$ cat src/rtl/bnn_pkg.sv
// Shared constants and state encoding for the BNN front end (frame loader and packer).
// Optional checksum support is enabled with the FRAME_CHECKSUM_EN macro.
package bnn_pkg;

   localparam int IMG_BITS    = 900;
   localparam int FRAME_BYTES = 113;

   localparam logic [3:0] RESULT_BLANK = 4'd10;

   typedef enum logic [2:0] {
      ST_IDLE,
      ST_LOAD,
      ST_CHECK,
      ST_RUN,
      ST_HOLD,
      ST_CLEAR
   } loader_state_t;

endpackage

$ cat src/rtl/img_byte_packer.sv
// Packs accepted host bytes LSB-first into the 900-bit image and tracks the byte count.
// With FRAME_CHECKSUM_EN a trailing XOR checksum byte is captured and compared.
module img_byte_packer import bnn_pkg::*; #(
   parameter int IMG_BITS    = bnn_pkg::IMG_BITS,
   parameter int FRAME_BYTES = bnn_pkg::FRAME_BYTES
) (
   input  logic                clk,
   input  logic                rst,
   input  logic                byte_we_i,
   input  logic [7:0]          byte_i,
   input  logic                cnt_clear_i,
   output logic [IMG_BITS-1:0] img_o,
   output logic                frame_done_o
`ifdef FRAME_CHECKSUM_EN
   ,
   output logic                csum_ok_o
`endif
);

   localparam int         LAST_BITS = IMG_BITS - 8 * (FRAME_BYTES - 1);
   localparam logic [6:0] LAST_IDX  = 7'(FRAME_BYTES - 1);

   logic [IMG_BITS-1:0] img_q, img_d;
   logic [6:0]          cnt_q, cnt_d;
   logic [9:0]          bit_base;
`ifdef FRAME_CHECKSUM_EN
   logic                phase_q, phase_d;
   logic [7:0]          xor_q, xor_d;
   logic [7:0]          csum_q, csum_d;
`endif

   assign bit_base = {cnt_q, 3'b000};

   // The final image byte carries only the leftover bits; the counter returns to 0
   // as soon as the frame (or its checksum byte) has been taken.
   always_comb begin
      img_d        = img_q;
      cnt_d        = cnt_q;
      frame_done_o = 1'b0;
`ifdef FRAME_CHECKSUM_EN
      phase_d      = phase_q;
      xor_d        = xor_q;
      csum_d       = csum_q;
`endif
      if (cnt_clear_i) begin
         cnt_d = '0;
`ifdef FRAME_CHECKSUM_EN
         phase_d = 1'b0;
`endif
      end else if (byte_we_i) begin
`ifdef FRAME_CHECKSUM_EN
         if (phase_q) begin
            csum_d       = byte_i;
            phase_d      = 1'b0;
            frame_done_o = 1'b1;
         end else begin
            xor_d = (cnt_q == '0) ? byte_i : (xor_q ^ byte_i);
`endif
            if (cnt_q == LAST_IDX) begin
               img_d[IMG_BITS-1 -: LAST_BITS] = byte_i[LAST_BITS-1:0];
               cnt_d = '0;
`ifdef FRAME_CHECKSUM_EN
               phase_d = 1'b1;
`else
               frame_done_o = 1'b1;
`endif
            end else begin
               img_d[bit_base +: 8] = byte_i;
               cnt_d = cnt_q + 7'd1;
            end
`ifdef FRAME_CHECKSUM_EN
         end
`endif
      end
   end

   always_ff @(posedge clk) begin
      if (rst) begin
         img_q   <= '0;
         cnt_q   <= '0;
`ifdef FRAME_CHECKSUM_EN
         phase_q <= 1'b0;
         xor_q   <= '0;
         csum_q  <= '0;
`endif
      end else begin
         img_q   <= img_d;
         cnt_q   <= cnt_d;
`ifdef FRAME_CHECKSUM_EN
         phase_q <= phase_d;
         xor_q   <= xor_d;
         csum_q  <= csum_d;
`endif
      end
   end

   assign img_o = img_q;
`ifdef FRAME_CHECKSUM_EN
   assign csum_ok_o = (xor_q == csum_q);
`endif

endmodule

$ cat src/rtl/img_frame_loader.sv
// Host-side frame loader: collects a frame, drives the bnn_interface handshake and
// holds the class result until the host acknowledges it. FRAME_CHECKSUM_EN adds CHECK/frame_err.
module img_frame_loader import bnn_pkg::*; #(
   parameter int IMG_BITS    = bnn_pkg::IMG_BITS,
   parameter int FRAME_BYTES = bnn_pkg::FRAME_BYTES
) (
   input  logic                clk,
   input  logic                rst,
   input  logic [7:0]          rx_data,
   input  logic                rx_valid,
   output logic                rx_ready,
   input  logic                frame_abort,
   output logic [IMG_BITS-1:0] img_out,
   output logic                bnn_enable,
   output logic                bnn_clear,
   input  logic [3:0]          bnn_result,
   input  logic                bnn_result_ready,
   output logic [3:0]          result_out,
   output logic                result_valid,
   input  logic                result_ack
`ifdef FRAME_CHECKSUM_EN
   ,
   output logic                frame_err
`endif
);

   loader_state_t state_q, state_d;
   logic [3:0]    result_q, result_d;
   logic          byte_we;
   logic          cnt_clear;
   logic          frame_done;
`ifdef FRAME_CHECKSUM_EN
   logic          csum_ok;
`endif

   // An abort in the same cycle as a valid byte wins, so that byte is never written.
   assign rx_ready = !rst && ((state_q == ST_IDLE) || (state_q == ST_LOAD));
   assign byte_we  = rx_valid && rx_ready && !frame_abort;

   img_byte_packer #(
      .IMG_BITS    (IMG_BITS),
      .FRAME_BYTES (FRAME_BYTES)
   ) u_packer (
      .clk          (clk),
      .rst          (rst),
      .byte_we_i    (byte_we),
      .byte_i       (rx_data),
      .cnt_clear_i  (cnt_clear),
      .img_o        (img_out),
      .frame_done_o (frame_done)
`ifdef FRAME_CHECKSUM_EN
      ,
      .csum_ok_o    (csum_ok)
`endif
   );

   always_comb begin
      state_d   = state_q;
      result_d  = result_q;
      cnt_clear = 1'b0;
      case (state_q)
         ST_IDLE: begin
            if (byte_we) state_d = ST_LOAD;
         end
         ST_LOAD: begin
            if (frame_abort) begin
               cnt_clear = 1'b1;
               state_d   = ST_IDLE;
            end else if (frame_done) begin
`ifdef FRAME_CHECKSUM_EN
               state_d = ST_CHECK;
`else
               state_d = ST_RUN;
`endif
            end
         end
         ST_CHECK: begin
`ifdef FRAME_CHECKSUM_EN
            if (frame_abort) begin
               cnt_clear = 1'b1;
               state_d   = ST_IDLE;
            end else begin
               state_d = csum_ok ? ST_RUN : ST_IDLE;
            end
`else
            state_d = ST_IDLE;
`endif
         end
         ST_RUN: begin
            if (frame_abort) begin
               state_d = ST_CLEAR;
            end else if (bnn_result_ready) begin
               result_d = bnn_result;
               state_d  = ST_HOLD;
            end
         end
         ST_HOLD: begin
            if (frame_abort || result_ack) state_d = ST_CLEAR;
         end
         ST_CLEAR: begin
            cnt_clear = 1'b1;
            state_d   = ST_IDLE;
         end
         default: state_d = ST_IDLE;
      endcase
   end

   always_ff @(posedge clk) begin
      if (rst) begin
         state_q  <= ST_IDLE;
         result_q <= '0;
      end else begin
         state_q  <= state_d;
         result_q <= result_d;
      end
   end

   assign bnn_enable   = (state_q == ST_RUN);
   assign bnn_clear    = (state_q == ST_CLEAR);
   assign result_valid = (state_q == ST_HOLD);
   assign result_out   = result_q;
`ifdef FRAME_CHECKSUM_EN
   assign frame_err    = (state_q == ST_CHECK) && !frame_abort && !csum_ok;
`endif

endmodule

$ cat config.mk
export PLATFORM = sky130hd
export DESIGN_NAME = img_frame_loader
export DESIGN_NICKNAME = d
export VERILOG_FILES = /design/src/rtl/bnn_pkg.sv /design/src/rtl/img_byte_packer.sv /design/src/rtl/img_frame_loader.sv
export SDC_FILE = /design/constraint.sdc
export NUM_CORES = 2
export LEC_CHECK = 0
export ABC_AREA = 1
export BUFFER_PORTS_ARGS = -buffer_cell sky130_fd_sc_hd__clkbuf_2
export CAP_MARGIN = 20
export CORE_AREA = 2 2 362 364
export DETAILED_ROUTE_END_ITERATION = 6
export DIE_AREA = 0 0 364 366
export PLACE_DENSITY = 0.52
export SLEW_MARGIN = 15
export SYNTH_ARGS = -nofsm -noshare
export SYNTH_HDL_FRONTEND = slang
export SYNTH_HIERARCHICAL = 1
export SYNTH_SLANG_ARGS = --single-unit
$ cat constraint.sdc
create_clock -name clk -period 3 [get_ports clk]
set_input_delay 0.75 -clock clk [delete_from_list [all_inputs] [get_ports clk]]
set_output_delay 0.75 -clock clk [all_outputs]
set_load 0.005 [all_outputs]
==> qor.yml <==
htreeDepth: 3
met2_usage_pct: 41.7
min_from: "bnn_result[2]"
drive_above_1_share_pct: 20.6
layoutNonFillerInstCount: 8665
ys_warn_count: 6
holdPathEnd: "result_out[2]$_SDFFE_PP0P_"
r2r_start: "u_packer/cnt_q[0]$_SDFFE_PP0P_"
ir_worst_vdd_mv: 0.410
boundaryPins: 926
ys_ff_latch: 914
port_buffers: 925
max-cap-violations: 0
rr_endpoint: "u_packer/img_o[247]$_SDFFE_PP0P_"
ctsHoldBuffers: 0
fill_cells: 13833
grtUsageMet3_pct: 8.05
tightest_slew_ns: 0.887
synth_top_area_share_pct: 47.6
wl_per_cell_um: 19.9
grt-ovfl-total: 0
fin_ws_ns: 0.154
rsz0062_at_grt: "true"
crit_path_frequent_cell: "nor2_1"
finalSetupViolations: 0
synth_nets: 5880
synth_edf_count: 0
grt.total_usage_pct: 24.9
cts_buffer_depth: 3
cts_inserted_buffers: 106
slew-limit-headroom_pct: 40.9
vias: 38890
vias_per_cell: 4.49
die_area_um2: 133000
leakagePower_nw: 26.4
finalHoldViolCount: 0
slowest_delay_ns: 0.44
r2r_slack_ns: 0.15
yosys-top-cells-count: "nand2_1, nor2_1, dfxtp_1"
dp.cells: 8466
async_flop_share_pct: 0
skew_ns: 0.0421
synth_ff_type: "dfxtp_1"
clkSlewWorstSetupHoldPaths_ns: 0.07
cts_root_buf: "clkbuf_16"
initial_utilization_pct: 29.8
dp_slack_ns: -0.0362
die_x_um: 364
startpoint: "u_packer/cnt_q[0]$_SDFFE_PP0P_"
status: "finished, final reports clean"
synth_cell_types: 30
crit_path_start_kind: "flop"
syn-instance-count: 5857
period_share_pct: 94.9
rr_worst_depth: 11
grt_pass1_wl_mm: 246
use_met1_pct: 29.9
hold_class: "primary input to flop"
cp_top_family: "simple AND/OR/NAND/NOR gates"
drtIter0Drc: 2970
required_ns: 3.67
powerDensity_nw_per_um2: 542
dp_hpwl_mm: 129
synth.most_common_cell: "nand2_1"
clock-sinks: 914
gp_congestion: 0.896
ys_seq_area_share_pct: 47.6
syn_area_um2: 38400
clk_latency_ns: 0.76
wl_mm: 173
area_delta_synth_final_pct: 29.6
fmax_mhz: 351
core_um2: 129000
path_buf_inv: 4
path_cells: "inv_2, ha_1, inv_1, nor2_1, nand4_1, nor2_1, buf_4, inv_1, nor2_1, nor2_1, nor2_1"
worstPathArrival_ns: 3.51
cts_tree: "built"
cpMaxStageDelayCell: "nor2_1"
crit_type: "flop to flop"
cp-end-kind: "flop"
total_power_w: 0.0270
grt_max_degree: 79
synthTopCellsByArea: "dfxtp_1, nand2_1, nor2_1"
nets: 6857
synth.avg_cell_area_um2: 6.56
antenna_left: 0
grt_pass1_vias: 35684
busiest_layer: "met2"
std_cell_rows: 132
first_pass_iters: 6
drc: 0
min_path_cells: 3
antenna_found_initial: 3
chipHeight_um: 366
crit_fanout: 11
yosysTopAreaCell: "dfxtp_1"
drv_slew: 0
layout_min_cycle_time_ns: 2.85
post-route-util_pct: 38.6
-- repair_timing --
action | CTS | global route
resized for setup | 0 | 11
setup endpoints to repair | 0 | 52
setup buffers | 0 | 2
-- worst max-delay path by stage --
| stage | end | slack (ns) | depth (start not counted) |
|---|---|---|---|
| after floorplan | u_packer/img_o[488]$_SDFFE_PP0P_ | 0.50 | 14 |
| after global placement | u_packer/img_o[229]$_SDFFE_PP0P_ | -0.009 | 13 |
| after detailed placement | u_packer/img_o[229]$_SDFFE_PP0P_ | -0.04 | 13 |
| after CTS | u_packer/img_o[872]$_SDFFE_PP0P_ | 0.03 | 12 |
| after global routing | u_packer/img_o[247]$_SDFFE_PP0P_ | -0.005 | 11 |
| final | u_packer/img_o[247]$_SDFFE_PP0P_ | 0.15 | 11 |
-- state kept, by name, indices dropped and copies added, names as in the netlist --
register	cells
u_packer/img_o	900
u_packer/cnt_q	7
result_out	4
state_q	3
-- cells by family after synthesis --
kind of cell	synth area share (%)
fa+ha+maj	0.163
flops	47.6
simple gates	32.9
compound gates	7.83
buf+inv	11.5
-- through the flow --
stage	hold slack [ns]	instance area [um2]	setup TNS, ns
floorplan	0.440	38400	0
global placement	0.432	46200	-0.0156
detailed placement	0.437	46200	-0.137
CTS	0.200	49800	0
global route	0.253	49800	-0.00483
finish	0.276	49800	0
-- metal layers --
metal | vias to the layer above | part of all wire [%]
li1 | 19483 | -
met1 | 17824 | 41
met2 | 1350 | 47
met3 | 233 | 9.2
met4 | 0 | 3.2
met5 | - | 0
-- power breakdown --
group / switching, W / internal, W
combinational: 0.00108 / 0.000314
clock: 0.00567 / 0.00777
sequential: 0.0000299 / 0.0122
total: 0.00678 / 0.0203
-- layout make-up --
cell class                 count  area, um2  share of cell area [%]
antenna                        1       2.50                 0.00502
clock buffer                 153       3120                    6.26
clock inverter                43        492                   0.987
inverter                     848       3200                    6.41
multi-input combinational   3815      15800                    31.7
sequential                   914      18300                    36.7
tap                         1742       2180                    4.37
timing repair buffer        1149       6760                    13.6
-- tightest hold or removal path: stages --
cell and delay [ns]:
clkbuf_2 0.08, o21ai_1 0.06, a21oi_1 0.10
-- cell usage in the layout (no fill, tap or decap), types with 7 or more instances in the layout --
master and instances:
nand2_1 1537, nor2_1 1416, clkbuf_2 924, dfxtp_1 914, inv_1 828, o21ai_0 332
a21oi_1 210, buf_4 189, clkbuf_16 107, nand3_1 78, nor3_1 74, nor2_2 39
buf_12 36, nand4_1 29, clkbuf_8 27, a21boi_0 24, o21ai_1 22, nand2_2 20
clkinv_2 20, clkbuf_1 19, inv_2 17, nor2_4 7
Power figures use the tool's default switching activity.
